<file path="src/rtl/fb_arb_pkg.sv">
// rtl/fb_arb_pkg.sv - shared parameters and types for the frame buffer access arbiter
package fb_arb_pkg;
   localparam int FB_WIDTH   = 640;
   localparam int FB_HEIGHT  = 480;
   localparam int FB_COLOR_W = 4;
   localparam int FB_ADDR_W  = 19;
   localparam int PIXELS     = FB_WIDTH * FB_HEIGHT;
   localparam int X_W        = 10;
   localparam int Y_W        = 9;

   typedef enum logic {ARB, CLEAR} arb_state_t;
   typedef enum logic {GNT_PRU, GNT_CPU} grant_t;
endpackage

</file>
<file path="src/rtl/fb_xy_to_addr.sv">
// rtl/fb_xy_to_addr.sv - (x, y) to linear frame buffer address with range flag
module fb_xy_to_addr
   import fb_arb_pkg::*;
#(
   parameter int WIDTH  = FB_WIDTH,
   parameter int HEIGHT = FB_HEIGHT,
   parameter int ADDR_W = FB_ADDR_W
) (
   input  logic [X_W-1:0]    i_x,
   input  logic [Y_W-1:0]    i_y,
   output logic [ADDR_W-1:0] o_addr,
   output logic              o_in_range
);
   // Product is formed at 32 bits so out-of-range coordinates wrap predictably.
   assign o_addr     = ADDR_W'(32'(i_y) * 32'(WIDTH) + 32'(i_x));
   assign o_in_range = (32'(i_x) < 32'(WIDTH)) && (32'(i_y) < 32'(HEIGHT));
endmodule

</file>
<file path="src/rtl/fb_access_arbiter.sv">
// rtl/fb_access_arbiter.sv - PRU/CPU pixel port arbiter with full-screen clear sequencer
module fb_access_arbiter
   import fb_arb_pkg::*;
#(
   parameter int WIDTH   = FB_WIDTH,
   parameter int HEIGHT  = FB_HEIGHT,
   parameter int COLOR_W = FB_COLOR_W,
   parameter int ADDR_W  = FB_ADDR_W
) (
   input  logic               clk,
   input  logic               rst_n,
   input  logic               pru_req,
   input  logic [X_W-1:0]     pru_x,
   input  logic [Y_W-1:0]     pru_y,
   input  logic [COLOR_W-1:0] pru_color,
   output logic               pru_ack,
   input  logic               cpu_req,
   input  logic               cpu_we,
   input  logic [X_W-1:0]     cpu_x,
   input  logic [Y_W-1:0]     cpu_y,
   input  logic [COLOR_W-1:0] cpu_wdata,
   output logic               cpu_ack,
   output logic [COLOR_W-1:0] cpu_rdata,
   input  logic               clr_start,
   input  logic [COLOR_W-1:0] clr_color,
   output logic               clr_busy,
   output logic               clr_done,
   output logic               oob_drop,
   output logic               fb_we,
   output logic               fb_re,
   output logic [ADDR_W-1:0]  fb_addr,
   output logic [COLOR_W-1:0] fb_wdata,
   input  logic [COLOR_W-1:0] fb_rdata
);
   localparam int unsigned       L_PIXELS    = WIDTH * HEIGHT;
   localparam logic [ADDR_W-1:0] L_LAST_ADDR = ADDR_W'(L_PIXELS - 1);

   arb_state_t         r_state, w_state_nxt;
   grant_t             r_last;
   logic               r_pru_ack, r_cpu_ack, r_oob, r_fb_we, r_fb_re, r_rd_pend, r_clr_done;
   logic [ADDR_W-1:0]  r_fb_addr, r_clr_cnt;
   logic [COLOR_W-1:0] r_fb_wdata, r_clr_color, r_cpu_rdata;

   logic [ADDR_W-1:0]  w_pru_addr, w_cpu_addr;
   logic               w_pru_inr, w_cpu_inr;
   logic               w_pru_elig, w_cpu_elig;
   logic               w_gnt_pru, w_gnt_cpu, w_clr_accept, w_clr_last;

   fb_xy_to_addr #(.WIDTH(WIDTH), .HEIGHT(HEIGHT), .ADDR_W(ADDR_W)) u_pru_xy (
      .i_x(pru_x), .i_y(pru_y), .o_addr(w_pru_addr), .o_in_range(w_pru_inr)
   );

   fb_xy_to_addr #(.WIDTH(WIDTH), .HEIGHT(HEIGHT), .ADDR_W(ADDR_W)) u_cpu_xy (
      .i_x(cpu_x), .i_y(cpu_y), .o_addr(w_cpu_addr), .o_in_range(w_cpu_inr)
   );

   // A requester whose ack is showing (or CPU read still in flight) sits out one round.
   assign w_pru_elig = pru_req && !r_pru_ack;
   assign w_cpu_elig = cpu_req && !r_cpu_ack && !r_rd_pend;

   always_comb begin
      w_state_nxt  = r_state;
      w_gnt_pru    = 1'b0;
      w_gnt_cpu    = 1'b0;
      w_clr_accept = 1'b0;
      w_clr_last   = 1'b0;
      case (r_state)
         ARB: begin
            if (clr_start) begin
               w_clr_accept = 1'b1;
               w_state_nxt  = CLEAR;
            end else if (w_pru_elig && w_cpu_elig) begin
               w_gnt_cpu = (r_last == GNT_PRU);
               w_gnt_pru = (r_last == GNT_CPU);
            end else begin
               w_gnt_pru = w_pru_elig;
               w_gnt_cpu = w_cpu_elig;
            end
         end
         CLEAR: begin
            w_clr_last = (r_clr_cnt == L_LAST_ADDR);
            if (w_clr_last) w_state_nxt = ARB;
         end
      endcase
   end

   always_ff @(posedge clk or negedge rst_n) begin
      if (!rst_n) r_state <= ARB;
      else        r_state <= w_state_nxt;
   end

   always_ff @(posedge clk or negedge rst_n) begin
      if (!rst_n) begin
         r_last      <= GNT_PRU;
         r_pru_ack   <= 1'b0;
         r_cpu_ack   <= 1'b0;
         r_cpu_rdata <= '0;
         r_oob       <= 1'b0;
         r_fb_we     <= 1'b0;
         r_fb_re     <= 1'b0;
         r_fb_addr   <= '0;
         r_fb_wdata  <= '0;
         r_rd_pend   <= 1'b0;
         r_clr_cnt   <= '0;
         r_clr_color <= '0;
         r_clr_done  <= 1'b0;
      end else begin
         r_pru_ack  <= w_gnt_pru;
         r_cpu_ack  <= 1'b0;
         r_oob      <= 1'b0;
         r_fb_we    <= 1'b0;
         r_fb_re    <= 1'b0;
         r_rd_pend  <= 1'b0;
         r_clr_done <= w_clr_last;

         // Read data is captured in the cycle fb_re is presented, independent of state.
         if (r_rd_pend) begin
            r_cpu_ack   <= 1'b1;
            r_cpu_rdata <= fb_rdata;
         end

         if (w_clr_accept) begin
            r_clr_color <= clr_color;
            r_clr_cnt   <= '0;
            r_fb_we     <= 1'b1;
            r_fb_addr   <= '0;
            r_fb_wdata  <= clr_color;
         end else if ((r_state == CLEAR) && !w_clr_last) begin
            r_clr_cnt   <= r_clr_cnt + 1'b1;
            r_fb_we     <= 1'b1;
            r_fb_addr   <= r_clr_cnt + 1'b1;
            r_fb_wdata  <= r_clr_color;
         end

         if (w_gnt_pru) begin
            r_last <= GNT_PRU;
            r_oob  <= !w_pru_inr;
            if (w_pru_inr) begin
               r_fb_we    <= 1'b1;
               r_fb_addr  <= w_pru_addr;
               r_fb_wdata <= pru_color;
            end
         end

         if (w_gnt_cpu) begin
            r_last <= GNT_CPU;
            r_oob  <= !w_cpu_inr;
            if (!w_cpu_inr) begin
               r_cpu_ack <= 1'b1;
               if (!cpu_we) r_cpu_rdata <= '0;
            end else if (cpu_we) begin
               r_cpu_ack  <= 1'b1;
               r_fb_we    <= 1'b1;
               r_fb_addr  <= w_cpu_addr;
               r_fb_wdata <= cpu_wdata;
            end else begin
               r_fb_re   <= 1'b1;
               r_fb_addr <= w_cpu_addr;
               r_rd_pend <= 1'b1;
            end
         end
      end
   end

   assign pru_ack   = r_pru_ack;
   assign cpu_ack   = r_cpu_ack;
   assign cpu_rdata = r_cpu_rdata;
   assign clr_busy  = (r_state == CLEAR);
   assign clr_done  = r_clr_done;
   assign oob_drop  = r_oob;
   assign fb_we     = r_fb_we;
   assign fb_re     = r_fb_re;
   assign fb_addr   = r_fb_addr;
   assign fb_wdata  = r_fb_wdata;
endmodule

</file>
<file path="config.mk">
export PLATFORM = sky130hd
export DESIGN_NAME = fb_access_arbiter
export DESIGN_NICKNAME = d
export VERILOG_FILES = /design/src/rtl/fb_arb_pkg.sv /design/src/rtl/fb_xy_to_addr.sv /design/src/rtl/fb_access_arbiter.sv
export SDC_FILE = /design/constraint.sdc
export NUM_CORES = 1
export LEC_CHECK = 0
export CORE_UTILIZATION = 53
export DETAILED_ROUTE_END_ITERATION = 8
export PLACE_DENSITY = 0.81
export SLEW_MARGIN = 20
export SYNTH_ARGS = -nofsm -noshare
export SYNTH_HDL_FRONTEND = slang
export SYNTH_SLANG_ARGS = --single-unit
</file>
<file path="constraint.sdc">
create_clock -name clk -period 2.8 [get_ports clk]
set_input_delay 0.56 -clock clk [delete_from_list [all_inputs] [get_ports clk]]
set_output_delay 0.56 -clock clk [all_outputs]
set_load 0.01 [all_outputs]
</file>
==> results.txt <==
----------------------------------------------------
[Power]
  Leakage power summed over all cells ... 2.97 nW
  Worst VDD drop ... 0.205 mV
  Overall power after layout ... 0.00326 W
  Power Dens Cells ... 486 mW/mm^2

[Timing]
  Peak clock frequency supported by timing ... 0.362 GHz
  Worst Skew ... 0.00617 ns
  Period Utilization, post-route ... 98.8%
  Final hold viol count ... 0
  Final period demand of the worst path ... 2.77 ns
  Max Slew Vio Count ... 0
  Transition time of the tightest slew-check pin ... 0.757 ns
  Summed negative setup slack over all endpoints ... 0 ns
  Worst max-slew margin expressed relative to the limit ... 49.5%
  Number of endpoints failing setup at the final stage ... 0

[Floorplan]
  Overall die width ... 94.8 um
  Number of core rows ... 33
  Die height ... 94.8 um
  Number of placed I/O pins ... 94
  Effective utilization at floorplan ... 55.2%
  Die area ... 0.00898 sq mm
  Core footprint ... 0.00826 sq mm

[Finish]
  Number of antenna diodes ... 0
  Number of non-filler instances in the completed layout ... 804
  Share of final-layout standard cells stronger than drive strength 1 ... 25.0%
  Commonest non-fill, non-tap cells in the layout ... 86 x sky130_fd_sc_hd__buf_4, 80 x sky130_fd_sc_hd__clkdlybuf4s50_1, 58 x sky130_fd_sc_hd__dfrtp_1
  Most common library cell in the layout ignoring fill and taps ... sky130_fd_sc_hd__buf_4
  Area added between synthesis and finish ... 47.0%
  Number of nets in the finished design ... 793
  Post-Layout Inst Area ... 0.00670 sq mm
  Share of the core filled with cells ... 81.2%

[Placed design]
  Routability congestion estimate ... 0.886
  Port Buffers ... 93
  Final HPWL DP ... 10.4 mm
  Post-DP Area ... 0.00616 sq mm
  Number of cells after detailed placement ... 781

[Detailed routing]
  First-pass iteration count of the detailed router ... 6
  Violation count after the first detailed-route iteration ... 323
  Vias ... 4,903
  Via density per instance ... 6.10
  Number of remaining DRC errors ... 0
  Post-detailed-routing wire length ... 14.7 mm
  Count of antenna-violating nets left after detailed routing ... 0
  Detail-routed net length per standard cell ... 18.3 um

[Clock network]
  Clock sinks ... 58
  CTS Hold Buffers Added ... 0
  Clock root cell ... sky130_fd_sc_hd__clkbuf_8
  Insertion delay to the later sink of the worst-skew pair ... 0.35 ns
  Clock transition time at the flip-flop clock pins of the worst setup and hold paths ... 0.07 ns
  TritonCTS buffer count ... 9
  Longest Clk Path Bufs ... 2
  Clock tree from TritonCTS ... yes
  Depth of the CTS H-tree ... 3

[Logic synthesis]
  Count of warnings emitted by yosys ... 0
  Number of library cell types mapped by synthesis ... 70
  Average size of a mapped cell ... 8.72 sq um
  Part of the Yosys area used for sequential elements ... 31.8%
  Count of flip-flops with a built-in enable after synthesis ... 0
  Predominant post-synthesis flop cell ... sky130_fd_sc_hd__dfrtp_1
  Mapped Cells ... 523
  Synthesized flop and latch total ... 58
  Async set or reset register ratio after synthesis ... 100%
  Synthesized net count ... 622
  Post-synthesis cell area ... 0.00456 sq mm

[GRT]
  Global-route wire length before repair ... 21.9 mm
  Global-route congestion overflow total ... 0
  Number of global-route vias before repair ... 4,706
  Total routing resource utilization after global routing ... 31.9%
  Initial antenna violation count ... 0
  Largest net degree at the start of global routing ... 59

[Setup path]
  Signal arrival time at the worst endpoint ... 3.03 ns
  Category of the worst setup path capture point ... register
  Worst Reg-to-Reg Cells ... 8
  Register-to-Register Setup Slack ... 0.23 ns
  R2r endpoint ... fb_addr[11]
  Critical path peak fanout ... 4
  Crit start category ... input pin
  Crit path kind ... input pin to register
  Origin of the critical flop-to-flop path ... r_clr_cnt[0]
  Data required time at the worst endpoint ... 3.06 ns

[Status]
  Result of the run ... completed

[Min path]
  Path type of the worst min-delay path ... input pin to async pin

[Run]
  Number of max-cap violations ... 0

----------------------------------------------------
==> report_power, final <==
group          total [W]  internal, W  switching, W
Clock           0.000687     0.000340      0.000348
Combinational    0.00141     0.000752      0.000655
Sequential       0.00116     0.000995      0.000166
==> synthesized netlist by cell type (9+ instances only) <==
| cell | n | share of area (%) |
|---|---|---|
| sky130_fd_sc_hd__o21ai_0 | 32 | 3.5 |
| sky130_fd_sc_hd__nand2_1 | 56 | 4.6 |
| sky130_fd_sc_hd__nand3_1 | 17 | 1.9 |
| sky130_fd_sc_hd__nor2_1 | 55 | 4.5 |
| sky130_fd_sc_hd__inv_1 | 20 | 1.6 |
| sky130_fd_sc_hd__a21o_1 | 9 | 1.5 |
| sky130_fd_sc_hd__ha_1 | 35 | 9.6 |
| sky130_fd_sc_hd__nand4_1 | 10 | 1.4 |
| sky130_fd_sc_hd__xor2_1 | 12 | 2.3 |
| sky130_fd_sc_hd__dfrtp_1 | 58 | 32 |
| sky130_fd_sc_hd__xnor2_1 | 20 | 3.8 |
| sky130_fd_sc_hd__a21oi_1 | 27 | 3.0 |
==> how the worst max path moves through the flow <==
stage | from | endpoint | slack [ns]
after floorplan | pru_y[1] | fb_addr[17] | -0.03
after global placement | pru_y[3] | fb_addr[17] | -0.64
after detailed placement | pru_y[3] | fb_addr[17] | -0.71
after CTS | pru_y[6] | fb_addr[17] | 0.008
after global routing | cpu_y[5] | fb_addr[15] | -0.04
final | cpu_y[5] | fb_addr[15] | 0.03
==> logic make-up (layout without fill, tap and decap cells) <==
group / after synthesis / in the layout / synth area share (%)
xor+xnor: 32 / 32 / 6.14
mux: 12 / 12 / 2.83
buf+inv: 41 / 217 / 4.36
compound gates: 138 / 138 / 20.4
fa+ha+maj: 39 / 39 / 11.4
flops: 58 / 58 / 31.8
simple gates: 203 / 203 / 23.1
==> metrics by stage <==
stage / hold slack, ns / setup WS, ns
finish: 0.364 / 0.0342
global route: 0.437 / -0.0376
CTS: 0.387 / 0.00791
detailed placement: 0.469 / -0.710
global placement: 0.458 / -0.640
floorplan: 0.264 / -0.0321
==> worst max-delay path: stages <==
cell	delay, ns
sky130_fd_sc_hd__clkdlybuf4s50_1	0.48
sky130_fd_sc_hd__buf_4	0.17
sky130_fd_sc_hd__ha_1	0.32
sky130_fd_sc_hd__ha_4	0.27
sky130_fd_sc_hd__and3b_1	0.17
sky130_fd_sc_hd__a211oi_1	0.27
sky130_fd_sc_hd__o211ai_1	0.19
sky130_fd_sc_hd__buf_4	0.17
sky130_fd_sc_hd__xor2_1	0.16
sky130_fd_sc_hd__a221oi_2	0.26
==> sequential cells by signal, indices dropped and copies added (netlist names) <==
| signal | flops |
|---|---|
| r_clr_color | 4 |
| oob_drop | 1 |
| fb_wdata | 4 |
| clr_busy | 1 |
| pru_ack | 1 |
| fb_addr | 19 |
| fb_we | 1 |
| clr_done | 1 |
| r_rd_pend | 1 |
| cpu_rdata | 4 |
| r_last | 1 |
| r_clr_cnt | 19 |
| cpu_ack | 1 |
==> final cells by class <==
| cell class | count | area [sq um] |
|---|---|---|
| Tap cell | 105 | 131 |
| Sequential cell | 58 | 1450 |
| Fill cell | 515 | 1550 |
| Multi-Input combinational cell | 424 | 3270 |
| Clock buffer | 11 | 141 |
| Clock inverter | 5 | 30.0 |
| Timing Repair Buffer | 181 | 1600 |
| Inverter | 20 | 75.1 |
==> metal layers <==
metal  vias to the layer above  GRT usage [%]  wire length [um]
met1                      2343           37.3              5750
li1                       2269              -                 -
met3                        57           4.51               889
met5                         -              0                 0
met2                       234           56.8              7560
met4                         0           15.4               516
==> repair_timing <==
action | in CTS | in global routing
buffers inserted | 5 | 3
gates resized for setup | 33 | 44
endpoints found under the setup margin | 6 | 5
pin swaps | 14 | 24
(Power assumes the default switching activity.)
